### src/rtl/ifu_fetch_pkg.sv
// Shared constants, redirect encodings and the PC legality rule for the
// instruction fetch unit.
package ifu_fetch_pkg;

  localparam logic [31:0] RESET_PC = 32'h0000_3000;
  localparam int          IM_DEPTH = 256;
  localparam int          IM_AW    = 8;

  // First address past the end of instruction memory.
  localparam logic [31:0] PC_LIMIT = RESET_PC + 32'(4 * IM_DEPTH);

  typedef enum logic [1:0] {
    SEL_BRANCH = 2'd0,
    SEL_JUMP   = 2'd1,
    SEL_JR     = 2'd2,
    SEL_RSVD   = 2'd3
  } redirect_sel_e;

  localparam int IMM16_MSB = 15;
  localparam int IMM26_MSB = 25;

  function automatic logic pc_legal(input logic [31:0] addr);
    return (addr[1:0] == 2'b00) && (addr >= RESET_PC) && (addr < PC_LIMIT);
  endfunction

endpackage

### src/rtl/ifu_fetch_npc_calc.sv
// Next-PC arithmetic: sequential successor and decode-requested redirect
// target, each with a flag saying whether it may be loaded into the PC.
module ifu_fetch_npc_calc
  import ifu_fetch_pkg::*;
(
  input  logic [31:0] pc,
  input  logic [31:0] if_id_pc,
  input  logic [1:0]  redirect_sel,
  input  logic [25:0] redirect_imm,
  input  logic [31:0] jr_target,
  output logic [31:0] seq_pc,
  output logic        seq_legal,
  output logic [31:0] redir_pc,
  output logic        redir_legal
);

  logic [31:0] link_pc;
  logic [31:0] branch_off;
  logic        sel_ok;

  assign seq_pc     = pc + 32'd4;
  assign seq_legal  = pc_legal(seq_pc);
  assign link_pc    = if_id_pc + 32'd4;
  assign branch_off = {{14{redirect_imm[IMM16_MSB]}}, redirect_imm[IMM16_MSB:0], 2'b00};

  // Targets are relative to the instruction sitting in IF/ID, not the fetch PC.
  always_comb begin
    redir_pc = link_pc + branch_off;
    sel_ok   = 1'b1;
    case (redirect_sel_e'(redirect_sel))
      SEL_BRANCH: redir_pc = link_pc + branch_off;
      SEL_JUMP:   redir_pc = {link_pc[31:28], redirect_imm[IMM26_MSB:0], 2'b00};
      SEL_JR:     redir_pc = jr_target;
      SEL_RSVD: begin
        redir_pc = pc;
        sel_ok   = 1'b0;
      end
      default: ;
    endcase
  end

  assign redir_legal = sel_ok && pc_legal(redir_pc);

endmodule

### src/rtl/ifu_fetch.sv
// Instruction fetch unit: owns the PC, addresses instruction memory and
// fills the IF/ID register, honouring redirects, stalls and fetch faults.
module ifu_fetch
  import ifu_fetch_pkg::*;
(
  input  logic             clk,
  input  logic             rst,
  input  logic             stall,
  input  logic             redirect_valid,
  input  logic [1:0]       redirect_sel,
  input  logic [25:0]      redirect_imm,
  input  logic [31:0]      jr_target,
  output logic [IM_AW-1:0] im_addr,
  input  logic [31:0]      im_data,
  output logic [31:0]      pc,
  output logic [31:0]      if_id_instr,
  output logic [31:0]      if_id_pc,
  output logic             if_id_valid,
  output logic             fault
);

  localparam logic [IM_AW-1:0] BASE_WORD = RESET_PC[IM_AW+1:2];

  logic [31:0] seq_pc;
  logic [31:0] redir_pc;
  logic        seq_legal;
  logic        redir_legal;
  logic        redirect_taken;

  ifu_fetch_npc_calc u_npc_calc (
    .pc           (pc),
    .if_id_pc     (if_id_pc),
    .redirect_sel (redirect_sel),
    .redirect_imm (redirect_imm),
    .jr_target    (jr_target),
    .seq_pc       (seq_pc),
    .seq_legal    (seq_legal),
    .redir_pc     (redir_pc),
    .redir_legal  (redir_legal)
  );

  // Low-bit subtraction equals the low bits of the full pc - RESET_PC.
  assign im_addr        = pc[IM_AW+1:2] - BASE_WORD;
  assign redirect_taken = redirect_valid && if_id_valid;

  // Priority: reset, terminal fault, redirect (even under stall), stall, fetch.
  always_ff @(posedge clk) begin
    if (rst) begin
      pc          <= RESET_PC;
      if_id_instr <= 32'd0;
      if_id_pc    <= 32'd0;
      if_id_valid <= 1'b0;
      fault       <= 1'b0;
    end else if (fault) begin
      if_id_valid <= 1'b0;
    end else if (redirect_taken) begin
      if_id_valid <= 1'b0;
      if (redir_legal) begin
        pc <= redir_pc;
      end else begin
        fault <= 1'b1;
      end
    end else if (!stall) begin
      if (seq_legal) begin
        if_id_instr <= im_data;
        if_id_pc    <= pc;
        if_id_valid <= 1'b1;
        pc          <= seq_pc;
      end else begin
        fault       <= 1'b1;
        if_id_valid <= 1'b0;
      end
    end
  end

endmodule

### config.mk
export PLATFORM = sky130hd
export DESIGN_NAME = ifu_fetch
export DESIGN_NICKNAME = d
export VERILOG_FILES = /design/src/rtl/ifu_fetch_pkg.sv /design/src/rtl/ifu_fetch_npc_calc.sv /design/src/rtl/ifu_fetch.sv
export SDC_FILE = /design/constraint.sdc
export NUM_CORES = 1
export LEC_CHECK = 0
export CAP_MARGIN = 40
export CORE_MARGIN = 5
export CORE_UTILIZATION = 46
export CTS_BUF_LIST = sky130_fd_sc_hd__clkbuf_8
export CTS_CLUSTER_DIAMETER = 100
export DETAILED_ROUTE_END_ITERATION = 8
export PLACE_DENSITY_LB_ADDON = 0.05
export SLEW_MARGIN = 20
export SYNTH_ARGS = -nofsm -noshare
export SYNTH_HDL_FRONTEND = slang
export SYNTH_SLANG_ARGS = --single-unit
### constraint.sdc
create_clock -name clk -period 5.22 [get_ports clk]
set_input_delay 1.044 -clock clk [delete_from_list [all_inputs] [get_ports clk]]
set_output_delay 1.044 -clock clk [all_outputs]
set_load 0.005 [all_outputs]
-- After elaboration in Yosys (flattened, before gate mapping)
Index checks and enable logic that the tools add are counted.
- register bits: 98
- word-level logic and storage cells: 45
- mux-type cells: 12
- add/sub/neg operators: 3
- $lt $le $gt $ge: 4
- bitwise logic cells: 3
- eq/ne operators: 5
- reductions and logical operators: 13
- operators by type and width (operator ; number):
    $mux 32 ; 4
    $pmux 32 s4 ; 1
    $add 32x3->32 const B ; 2
    $ge 32x14->1 const B ; 2
    $lt 32x14->1 const B ; 2
    $add 32x32->32 ; 1
    $reduce_and 4->1 ; 2
    $mux 1 ; 7
    $logic_and 1x1->1 ; 6
    $logic_not 2->1 ; 3
    $eq 2x2->1 const B ; 2
    $not 1->1 ; 3
    $reduce_or 3->1 ; 1
    $eq 2x1->1 const B ; 1
    $ne 2x1->1 const B ; 1
    $ne 2x2->1 const B ; 1
    $reduce_bool 2->1 ; 1

-- Depth between registers and ports, before layout
Gate-level depths: netlist (run 1).
- depth in word-level cells: 10
- gate-level depth with buffers: 22
- mapped depth without buffers: 18

-- Modules after synthesis
From an unflattened synthesis (run 1), not the netlist that was laid out.
- cells, all modules: 962
- area, all modules: 7659.8 sq um
- modules (own cells, without submodules) (module ; times used ; cells each ; area each (sq um)):
    ifu_fetch ; 1 ; 480 ; 4046.4
    ifu_fetch_npc_calc ; 1 ; 482 ; 3613.5

-- Worst setup path before layout (run 1)
OpenSTA, ideal clock, no wires.
- kind: register -> register
- from: reg if_id_pc[4]
- to: reg pc[22]
- cell stages (with the launch flop): 21
- path slack: 0.967 ns
- data required time: 5.105 ns
- clock period less this slack: 4.253 ns
- buffers on the path: 3
- data arrival time: 4.138 ns
- cell sequence: dfxtp_1 nand3_1 nor2_1 nand2_1 nor2_1 nand3_1 xnor2_1 ha_1 buf_2 nand4_1 or2_2 a2111oi_0 a211oi_1 a22o_1 nor4b_1 nand4_1 o21ai_1 buf_4 a21oi_1 buf_2 and2_1
- longest elaborated chain between the ends: 9
- RTL lines (what ; RTL line ; text):
    start: declaration ; ifu_fetch.sv:17 ; output logic [31:0] if_id_pc,
    start signal: assignment ; ifu_fetch.sv:66 ; if_id_pc <= pc;
    $add 32x3->32 (*) ; ifu_fetch_npc_calc.sv:23 ; assign link_pc = if_id_pc + 32'd4;
    $add 32x32->32 ; - ;
    $pmux 32 s4 (*) ; ifu_fetch_npc_calc.sv:30 ; case (redirect_sel_e'(redirect_sel))
    $ge 32x14->1 ; ifu_fetch_pkg.sv:23 ; return (addr[1:0] == 2'b00) && (addr >= RESET_PC) && (addr < PC_LIMIT);
    $logic_and 1x1->1 (2 in series) ; ifu_fetch_pkg.sv:23 ;
    $logic_and 1x1->1 ; ifu_fetch_npc_calc.sv:42 ; assign redir_legal = sel_ok && pc_legal(redir_pc);
    $ne 2x2->1 (no source line) ; - ;
    $reduce_and 4->1 (no source line) ; - ;
    end signal: assignment ; ifu_fetch.sv:59 ; pc <= redir_pc;
    end signal: assignment ; ifu_fetch.sv:68 ; pc <= seq_pc;
    end: declaration ; ifu_fetch.sv:15 ; output logic [31:0] pc,
Every way passes the cells marked *; elsewhere a longest branch is shown, timed or not. The select of a mux whose other input is x is not followed.
A chain may end at the register's enable or synchronous reset.

-- Worst setup path after layout (run 1)
- from: reg if_id_pc[9]
- to: reg pc[5]
- longest elaborated chain between the ends: 9
- RTL lines (what ; RTL line):
    $add 32x3->32 (*) ; ifu_fetch_npc_calc.sv:23
    $add 32x32->32 ; -
    $pmux 32 s4 (*) ; ifu_fetch_npc_calc.sv:30
    $ge 32x14->1 ; ifu_fetch_pkg.sv:23
    $logic_and 1x1->1 ; ifu_fetch_pkg.sv:23
    $logic_and 1x1->1 (*) ; ifu_fetch_pkg.sv:23
    $logic_and 1x1->1 (*) ; ifu_fetch_npc_calc.sv:42
    $ne 2x2->1 (no source line) (*) ; -
    $reduce_and 4->1 (no source line) (*) ; -
Every way passes the cells marked *; elsewhere a longest branch is shown, timed or not.

==> summary.md, run 1 <==
| Metric | Value |
|---|---|
| Status | `finished, final reports clean` |
| Max Buffers Root-to-Sink | `2` |
| Synth area leader | `dfxtp_1` |
| Full die area | `0.0178 mm²` |
| Gate power share | `24.3%` |
| CP Data Required Time | `5.56 ns` |
| Most common cell after layout, fill and taps aside | `clkdlybuf4s50_1` |
| Setup crit start kind | `flip-flop` |
| CTS Sinks | `98` |
| Initial cell density of the core | `46.5%` |
| Post-synth EDFFs | `0` |
| Routed via count | `7116` |
| Vias/cell | `5.80` |
| Die width | `between 100 and 150 µm` |
| Most used DFF post-synth | `dfxtp_1` |
| Fillers | `1401` |
| Sequential element share of the synthesized area | `28.1%` |
| Total chip power | `1790 µW` |
| Final Setup Violations | `0` |
| Mapped Area | `0.00699 mm²` |
| Syn Inst Count | `854` |
| Die height | `133 µm` |
| Fin. Hold Viols | `0` |
| LEAKAGE | `0.00362 µW` |
| Hpwl dp | `18500 µm` |
| Hold slack | `around 0.49 ns` |
| Final Critical Period | `4.84 ns` |
| Vias in the first global route | `6834` |
| F_max | `roughly 210 MHz` |
| Post-Syn Nets | `987` |
| VDD IR max | `between 0.15 and 0.2 mV` |
| Yosys warnings | `0` |
| Slowest cell on crit path | `dfxtp_1` |
| Largest net degree at the start of global routing | `56` |
| Ant diodes | `0` |
| First-pass GRT wire length | `between 30000 and 40000 µm` |
| Delay of the slowest critical-path stage | `between 0.4 and 0.5 ns` |
| Net Sw Frac | `30.3%` |
| Clock-pin slew of the registers on the worst-case setup and hold paths | `0.11 ns` |
| CP Buf/Inv Count | `1` |
| Worst-path fanout max | `10` |
| WL/cell | `~19 µm` |
| Clock latency on the worst-skew pair | `between 0.3 and 0.4 ns` |
| Ranking of synthesized cells by area | `dfxtp_1 28%, mux2i_1 7.9%, ha_1 6.4%` |
| Core ar. | `0.0150 mm²` |
| Max Clock Skew | `0.0132 ns` |
| CTS Buf Count | `9` |
| Row cnt | `45` |
| Relative slew margins | `56.6%` |
| Total grt overflow | `0` |
| Net switching power figure | `543 µW` |
| Final Cell Area | `0.00936 mm²` |
| Worst Path Class, Setup | `flip-flop to flip-flop` |
| Sequential share of power | `about 45%` |
| Delay-heaviest family, CP | `simple AND/OR/NAND/NOR gates` |
| Average cell area after synthesis | `8.19 µm²` |
| Pint | `1250 µW` |
| P per Cell Area | `191 mW/mm²` |
| Period utilisation layout | `92.8%` |
| Area Growth Syn to Fin | `33.8%` |
| Max Slew Vio Count | `0` |
| GP Congestion | `approximately 0.96` |
| First-pass DRT Iterations | `5` |
| CP Cell Sequence | `and4_1 > and2_1 > nand2_1 > nor2_1 > nand3_1 > xnor2_1 > ha_1 > nand4_1 > or2_2 > a2111oi_2 > a211oi_1 > a22o_1 > nor4b_1 > nand4_1 > o21ai_1 > buf_4 > and2_1 > o22a_1` |
| Multi-input gate area | `0.00471 mm²` |
| FF/Latch Area | `0.00196 mm²` |
| DRC Markers | `0` |
| # hold bufs at CTS | `0` |
| Initial drt markers | `583` |
| Max cap viols | `0` |
| Crit. End Element | `flip-flop` |
| CTS Root Cell | `clkbuf_8` |
| Measured slew at the worst slew-check pin | `0.645 ns` |
| CTS tree | `built` |
| Post-CTS Setup Inserts | `0` |
| Critical path arrival | `roughly 5.2 ns` |
| Initial antenna violation count | `0` |
| Antenna viol nets, final | `0` |
| Clk pwr share | `approximately 30%` |
| Port bufs | `201` |
| Layout cells sized above 1 | `6.07%` |
| Yosys top cell area share | `28.1%` |
| Worst Hold Class | `flip-flop to flip-flop` |
| Synth Register Bits | `between 90 and 100` |
| GRT Overall Usage | `25.6%` |
| Cell area after placement | `0.00912 mm²` |
| H-tree depth | `3` |
| IO Pins | `202` |
| Number of distinct library cells after synthesis | `70` |
| Ys async rst share | `0%` |
| Final WL | `23300 µm` |
| Most frequent cells in the layout | `200 x clkdlybuf4s50_1, 96 x dfxtp_1, 95 x nor2_1` |
| NumNets Final | `between 1000 and 1500` |
==> synth_stat cells, types with 21 or more instances <==
| library cell | instances |
|---|---|
| xnor2_1 | 38 |
| o21ai_0 | 35 |
| mux2i_1 | 55 |
| nor2_1 | 95 |
| nor3_1 | 21 |
| nand2_1 | 66 |
| dfxtp_1 | 98 |
| clkbuf_1 | 23 |
| a21oi_1 | 44 |
| and2_1 | 41 |
| nand4_1 | 30 |
| nand3_1 | 29 |
| ha_1 | 36 |
==> worst paths after layout <==
kind                                 start                 end  cells past startpoint  slack (ns)
setup / recovery  if_id_pc[9]$_SDFFE_PP0P_  pc[5]$_SDFFE_PP0P_                     18        0.38
hold / removal          pc[0]$_SDFFE_PP0P_  pc[0]$_SDFFE_PP0P_                      2        0.49
setup reg to reg  if_id_pc[9]$_SDFFE_PP0P_  pc[5]$_SDFFE_PP0P_                     18        0.38
hold reg to reg         pc[0]$_SDFFE_PP0P_  pc[0]$_SDFFE_PP0P_                      2        0.49
==> worst reg2reg max path, cell delays in order, from the launching register on <==
cell and delay [ns]:
dfxtp_1 0.45, and4_1 0.27, and2_1 0.25, nand2_1 0.17
nor2_1 0.18, nand3_1 0.11, xnor2_1 0.15, ha_1 0.43
nand4_1 0.23, or2_2 0.40, a2111oi_2 0.39, a211oi_1 0.12
a22o_1 0.22, nor4b_1 0.28, nand4_1 0.23, o21ai_1 0.23
buf_4 0.20, and2_1 0.29, o22a_1 0.19
==> layer usage <==
layer  global-route usage, %  share of wire [%]  routed length [µm]
met1                    35.2                 46               10600
met2                    39.9                 45               10400
met3                    7.18                8.2                1910
met4                    6.29                1.7                 393
met5                       0                  0                   0
==> registers in the layout (all words and copies together) (netlist names) <==
register,cells
if_id_valid,1
pc,32
if_id_instr,32
fault,1
if_id_pc,32
==> cell families (layout without fill, tap and decap cells) <==
family,Yosys count,count (layout),synth area share [%]
and+or+nand+nor,350,350,25.9
AOI/OAI and AO/OA,181,181,16.8
DFF,98,98,28.1
muxes,68,68,10.9
buffers and inverters,66,250,4.83
xor gates and xnor gates,54,54,6.76
adders and majority gates,37,37,6.73
==> what timing repair did <==
action	in CTS	in global routing
hold endpoints to repair	0	0
resized for setup	0	6
endpoints found under the setup margin	0	28
==> stage by stage <==
stage          setup slack [ns]  instances  setup TNS, ns  util (%)
3_5_place_dp              0.225       1210              0      60.7
6_report                  0.376       1226              0      62.3
4_1_cts                   0.251       1226              0      62.2
3_3_place_gp              0.306       1209              0      60.6
5_1_grt                -0.00670       1226       -0.00670      62.3
2_1_floorplan             0.967        854              0         -
==> power by group through the flow <==
stage	Combinational, µW	Sequential [µW]	Clock [µW]
6_report	435	808	545
5_1_grt	472	814	593
4_1_cts	435	808	559
3_5_place_dp	432	824	0
3_3_place_gp	430	824	0
2_1_floorplan	232	818	0
==> area by class of cell <==
class / count / share of cell area [%]
well taps: 188 / 2.51
inverters: 15 / 0.602
clock buffers: 9 / 1.32
repair buffers: 219 / 23.2
multi-input cells: 690 / 50.4
clock inverters: 7 / 1.06
flip-flops and latches: 98 / 21.0
Note: power is estimated with default switching activity, not from simulation.
==> inputs of run 2 (changes only) <==
- PLACE_DENSITY: default -> 0.81
- PLACE_DENSITY_LB_ADDON: 0.05 -> default
==> summary.md, run 2 (synthesis results as in run 1) <==
| Metric | Value |
|---|---|
| Most common cell after layout, fill and taps aside | `clkdlybuf4s50_1` |
| Multi-input gate area | `roughly 0.0047 mm²` |
| Crit. End Element | `flip-flop` |
| Most frequent CP cell | `nand2_1` |
| Post-CTS Setup Inserts | `0` |
| Port bufs | `between 200 and 250` |
| VDD IR max | `0.223 mV` |
| First-pass DRT Iterations | `5` |
| Largest net degree at the start of global routing | `35` |
| Final WL | `roughly 24000 µm` |
| Met3 WL | `2400 µm` |
| Resized Gates After CTS | `0` |
| Max cap viols | `0` |
| Setup repair after global routing missed its margin | `no` |
| Max Slew Vio Count | `0` |
| Delay of the slowest critical-path stage | `0.46 ns` |
| Vias in the first global route | `between 7000 and 8000` |
| Layout cells sized above 1 | `7.33%` |
| Measured slew at the worst slew-check pin | `0.586 ns` |
| DRC Markers | `0` |
| CP Cell Sequence | `ha_1 > and4_1 > nand2_1 > nor2_1 > nand2_1 > xnor2_1 > ha_1 > nand4_1 > or2_2 > a2111oi_1 > a211oi_1 > a22o_1 > nor4b_2 > nand4_1 > o21ai_1 > buf_4 > nand2_1 > a32o_1` |
| Antenna viol nets, final | `0` |
| GP Congestion | `0.989` |
| LEAKAGE | `0.00369 µW` |
| Top Layer Used | `met4` |
| Initial antenna violation count | `0` |
| Vias/cell | `5.86` |
| Initial cell density of the core | `about 47%` |
| Cell area after placement | `0.00919 mm²` |
| CTS Root Cell | `clkbuf_8` |
| FF/Latch Area | `0.00196 mm²` |
| Max Buffers Root-to-Sink | `2` |
| Clock-pin slew of the registers on the worst-case setup and hold paths | `0.10 ns` |
| Hpwl dp | `approximately 19000 µm` |
| Setup crit start kind | `flip-flop` |
| Clock latency on the worst-skew pair | `0.38 ns` |
| Critical path arrival | `5.12 ns` |
| Die width | `133 µm` |
| GRT Overall Usage | `26.5%` |
| Final Setup Violations | `0` |
| F_max | `206 MHz` |
| Max Clock Skew | `0.0136 ns` |
| Fin cells | `1239` |
| Status | `finished, final reports clean` |
| Period utilisation layout | `93.0%` |
| H-tree depth | `3` |
| Routed via count | `7261` |
| P per Cell Area | `~200 mW/mm²` |
| Fin. Hold Viols | `0` |
| Relative slew margins | `approximately three fifths` |
| Cells after DPL | `1223` |
| Worst Path Class, Setup | `flip-flop to flip-flop` |
| WL/cell | `slightly below 20 µm` |
| CTS Sinks | `roughly 100` |
| Wl on met1 | `10300 µm` |
| Final Critical Period | `approximately 4.9 ns` |
| First-pass GRT wire length | `around 38000 µm` |
| Initial drt markers | `643` |
| Pre-CTS setup slack | `0.174 ns` |
| CTS Buf Count | `9` |
| Setup tns final | `0 ns` |
| Largest regs | `if_id_instr: 32 flops, if_id_pc: 32 flops, pc: 32 flops` |
| Slowest cell on crit path | `dfxtp_1` |
| IO Pins | `202` |
| Worst Hold Class | `flip-flop to flip-flop` |
| # hold bufs at CTS | `0` |
| Most frequent cells in the layout | `200 x clkdlybuf4s50_1, 96 x dfxtp_1, 94 x nor2_1` |
| Ant diodes | `0` |
| Core ar. | `0.0150 mm²` |
| Full die area | `0.0178 mm²` |
| CTS tree | `built` |
| Fillers | `1318` |
| Final WS setup | `0.366 ns` |
| NumNets Final | `1179` |
| Final Cell Area | `0.00946 mm²` |
| Die height | `133 µm` |
| Worst-path fanout max | `10` |
| Detailed route wirelength on metal2 | `roughly 11000 µm` |
| Total grt overflow | `0` |
| Row cnt | `45` |
| Area Growth Syn to Fin | `35.3%` |
| CP Data Required Time | `5.49 ns` |
| Final Util | `~63%` |
## run 2: path summary, 6_finish.rpt
path                                 start            endpoint  slack [ns]  cells past startpoint
hold / removal          pc[1]$_SDFFE_PP0P_  pc[1]$_SDFFE_PP0P_        0.48                      2
setup / recovery  if_id_pc[2]$_SDFFE_PP0P_  pc[2]$_SDFFE_PP0P_        0.37                     18
setup reg to reg  if_id_pc[2]$_SDFFE_PP0P_  pc[2]$_SDFFE_PP0P_        0.37                     18
hold reg to reg         pc[1]$_SDFFE_PP0P_  pc[1]$_SDFFE_PP0P_        0.48                      2
## run 2: final cells by class
| type | count | share of cell area, % |
|---|---|---|
| Sequential cell | 98 | 20.8 |
| Clock buffer | 9 | 1.31 |
| Tap cell | 188 | 2.49 |
| Timing Repair Buffer | 232 | 23.7 |
| Multi-Input combinational cell | 690 | 49.9 |
| Clock inverter | 7 | 1.24 |
| Inverter | 15 | 0.595 |
## run 2: where the power goes
| part | switching (µW) | internal (µW) |
|---|---|---|
| Combinational | 205 | 239 |
| Sequential | 31.8 | 776 |
| Clock | 279 | 320 |
| Total | 515 | 1330 |
## run 2: stage by stage
stage,hold slack (ns),total power [µW]
final,0.476,1850
after CTS,0.480,1860
after floorplan,0.450,1050
after global placement,0.460,1250
after detailed placement,0.464,1260
after global routing,0.507,1930
## run 2: per-layer routing
layer	GRT usage [%]	vias up
met4	6.63	0
met1	35.2	3395
met3	7.89	33
li1	-	3496
met2	42.5	337
met5	0	-
## run 2: critical path, delay by kind of cell, from the launching register on
kind / cells / cell delay [ns]
AO/OA/AOI/OAI: 5 / 1.29
AND/OR/NAND/NOR: 9 / 1.93
XOR/XNOR: 1 / 0.14
buffers and inverters: 1 / 0.20
flip-flops: 1 / 0.46
adder cells (fa/ha/maj): 2 / 0.71
==> inputs of run 3 (changes only) <==
- ABC_AREA: default -> 1
- CORE_UTILIZATION: 46 -> 52
- PLACE_DENSITY: 0.81 -> 0.86
==> summary.md, run 3 <==
| Metric | Value |
|---|---|
| Most common cell after layout, fill and taps aside | `nand2_1` |
| Met3 WL | `around 2800 µm` |
| Mapped Area | `between 0.008 and 0.009 mm²` |
| DRC Markers | `0` |
| Crit. End Element | `flip-flop` |
| Vias/cell | `5.31` |
| Max Buffers Root-to-Sink | `2` |
| Post-synth EDFFs | `0` |
| Die height | `136 µm` |
| Status | `finished, final reports clean` |
| Yosys top cell area share | `23.8%` |
| Fin. Hold Viols | `0` |
| Synth Register Bits | `98` |
| F_max | `209 MHz` |
| Worst-path fanout max | `22` |
| Full die area | `0.0185 mm²` |
| Max Clock Skew | `0.0203 ns` |
| Clock latency on the worst-skew pair | `0.40 ns` |
| Total chip power | `3400 µW` |
| CTS Buf Count | `9` |
| Cell area after placement | `0.0104 mm²` |
| Most frequent cells in the layout | `395 x nand2_1, 265 x inv_1, 201 x clkdlybuf4s50_1` |
| Port bufs | `201` |
| Hpwl dp | `approximately 23000 µm` |
| Syn Inst Count | `1419` |
| IO Pins | `202` |
| Detailed route wirelength on metal2 | `~13000 µm` |
| Relative slew margins | `48.9%` |
| Worst Path Class, Setup | `flip-flop to flip-flop` |
| Ranking of synthesized cells by area | `dfxtp_1 24%, nand2_1 18%, inv_1 12%` |
| Antenna viol nets, final | `0` |
| Setup crit start | `if_id_pc[2]$_SDFFE_PP0P_` |
| Largest net degree at the start of global routing | `between 50 and 60` |
| Initial cell density of the core | `between 50 and 60%` |
| Ant diodes | `0` |
| FF-to-FF path depth | `26` |
| Layout cells sized above 1 | `roughly 3.8%` |
| Final Cell Area | `approximately 0.011 mm²` |
| Yosys warnings | `0` |
| Initial drt markers | `821` |
| NumNets Final | `1732` |
| Critical path arrival | `5.09 ns` |
| CP Data Required Time | `about 5.5 ns` |
| Ys async rst share | `0%` |
| Final Setup Violations | `0` |
| Measured slew at the worst slew-check pin | `0.760 ns` |
| Row cnt | `46` |
| P per Cell Area | `approximately 320 mW/mm²` |
| Worst reg-to-reg setup slack | `approximately 0.43 ns` |
| Core ar. | `0.0157 mm²` |
| # hold bufs at CTS | `0` |
| Sequential element share of the synthesized area | `23.8%` |
| Final WL | `29000 µm` |
| VDD IR max | `approximately 0.33 mV` |
| CTS Sinks | `between 90 and 100` |
| Largest regs | `if_id_instr: 32 flops, if_id_pc: 32 flops, pc: 32 flops` |
| H-tree depth | `3` |
| Final Critical Period | `4.79 ns` |
| Most common cell in the netlist | `nand2_1` |
| Die width | `136 µm` |
| Hold path startpoint | `if_id_pc[1]$_SDFFE_PP0P_` |
| Worst Hold Class | `flip-flop to flip-flop` |
| Average cell area after synthesis | `5.82 µm²` |
| Commonest cells in the netlist | `396 x nand2_1, 265 x inv_1, 160 x nor2_1` |
| Wl on met1 | `12200 µm` |
| Setup crit start kind | `flip-flop` |
| GRT Overall Usage | `30.8%` |
| Number of distinct library cells after synthesis | `43` |
| Total grt overflow | `0` |
| First-pass GRT wire length | `45100 µm` |
| LEAKAGE | `0.00510 µW` |
| Worst Hold Depth | `2` |
| Most used DFF post-synth | `dfxtp_1` |
| GP Congestion | `0.969` |
| Max cap viols | `0` |
| Max Slew Vio Count | `0` |
| Post-Syn Nets | `1552` |
| Vias in the first global route | `8890` |
| Top Layer Used | `met4` |
| Area Growth Syn to Fin | `28.9%` |
| Clock-pin slew of the registers on the worst-case setup and hold paths | `0.10 ns` |
| First-pass DRT Iterations | `6` |
| CTS tree | `built` |
| Setup tns final | `0 ns` |
| WL/cell | `15.9 µm` |
| Routed via count | `about 9700` |
| Initial antenna violation count | `0` |
| CTS Root Cell | `clkbuf_8` |
| Synth area leader | `dfxtp_1` |
| Final Util | `67.7%` |
| R2r startpoint | `if_id_pc[2]$_SDFFE_PP0P_` |
| Period utilisation layout | `91.7%` |
## run 3: worst max-delay path: stages (launching register included)
cell and delay, ns:
dfxtp_1 0.40, ha_1 0.20, nand2_1 0.09, nor2_1 0.16, nand4_1 0.24, buf_4 0.23, nor3_2 0.24, nand3_1 0.14
xor2_1 0.19, ha_1 0.42, nand2_1 0.10, inv_1 0.09, nand2_1 0.09, nor3_1 0.31, nand2_1 0.16, nand3_1 0.13
nand2_1 0.05, o21ai_0 0.14, nand2_1 0.07, nor2_1 0.11, nand3_1 0.08, nor2_1 0.13, nand2_1 0.12, nand2_2 0.19
nand2_2 0.17, buf_4 0.26, a21oi_1 0.19
## run 3: power breakdown
part	internal [µW]	leakage (µW)	switching (µW)
Combinational	763	0.00419	1030
Clock	245	0.000112	303
Sequential	902	0.000797	165
Total	1910	0.00510	1490
## run 3: path summary, 6_finish.rpt
check,end
setup / recovery,pc[18]$_SDFFE_PP0P_
hold / removal,if_id_pc[1]$_SDFFE_PP0P_
setup reg to reg,pc[18]$_SDFFE_PP0P_
hold reg to reg,if_id_pc[1]$_SDFFE_PP0P_
## run 3: per-layer routing
metal | vias up | global-route usage [%]
li1 | 4816 | -
met1 | 4335 | 39.7
met2 | 442 | 49.3
met3 | 68 | 7.92
met4 | 0 | 12.0
met5 | - | 0
## run 3: repair_timing
item,in CTS,in global routing
buffers inserted,0,3
hold endpoints to repair,0,0
setup endpoints to repair,0,20
gates resized for setup,0,1
## run 3: stage by stage
stage	worst slack [ns]	instances	hold WS, ns
6_report	0.433	1820	0.483
5_1_grt	-0.0543	1820	0.506
4_1_cts	0.391	1817	0.486
3_5_place_dp	0.417	1801	0.470
3_3_place_gp	0.461	1801	0.458
2_1_floorplan	1.44	1419	0.460
## run 3: final cells by class
cell class	count	area, µm²
inverter	269	1010
clock buffer	10	138
clock inverter	6	83.8
multi-input combinational	1007	5060
fill	1466	5070
tap	216	270
timing repair buffer	214	2120
sequential	98	1960
## run 3: cells by family (layout without fill, tap and decap cells)
group / after synthesis / in the layout / synth area share [%]
and+or+nand+nor: 750 / 750 / 38.8
adders and majority gates: 37 / 37 / 5.70
xor gates and xnor gates: 45 / 45 / 4.77
DFF: 98 / 98 / 23.8
buffers and inverters: 314 / 499 / 15.1
AOI/OAI and AO/OA: 175 / 175 / 11.9
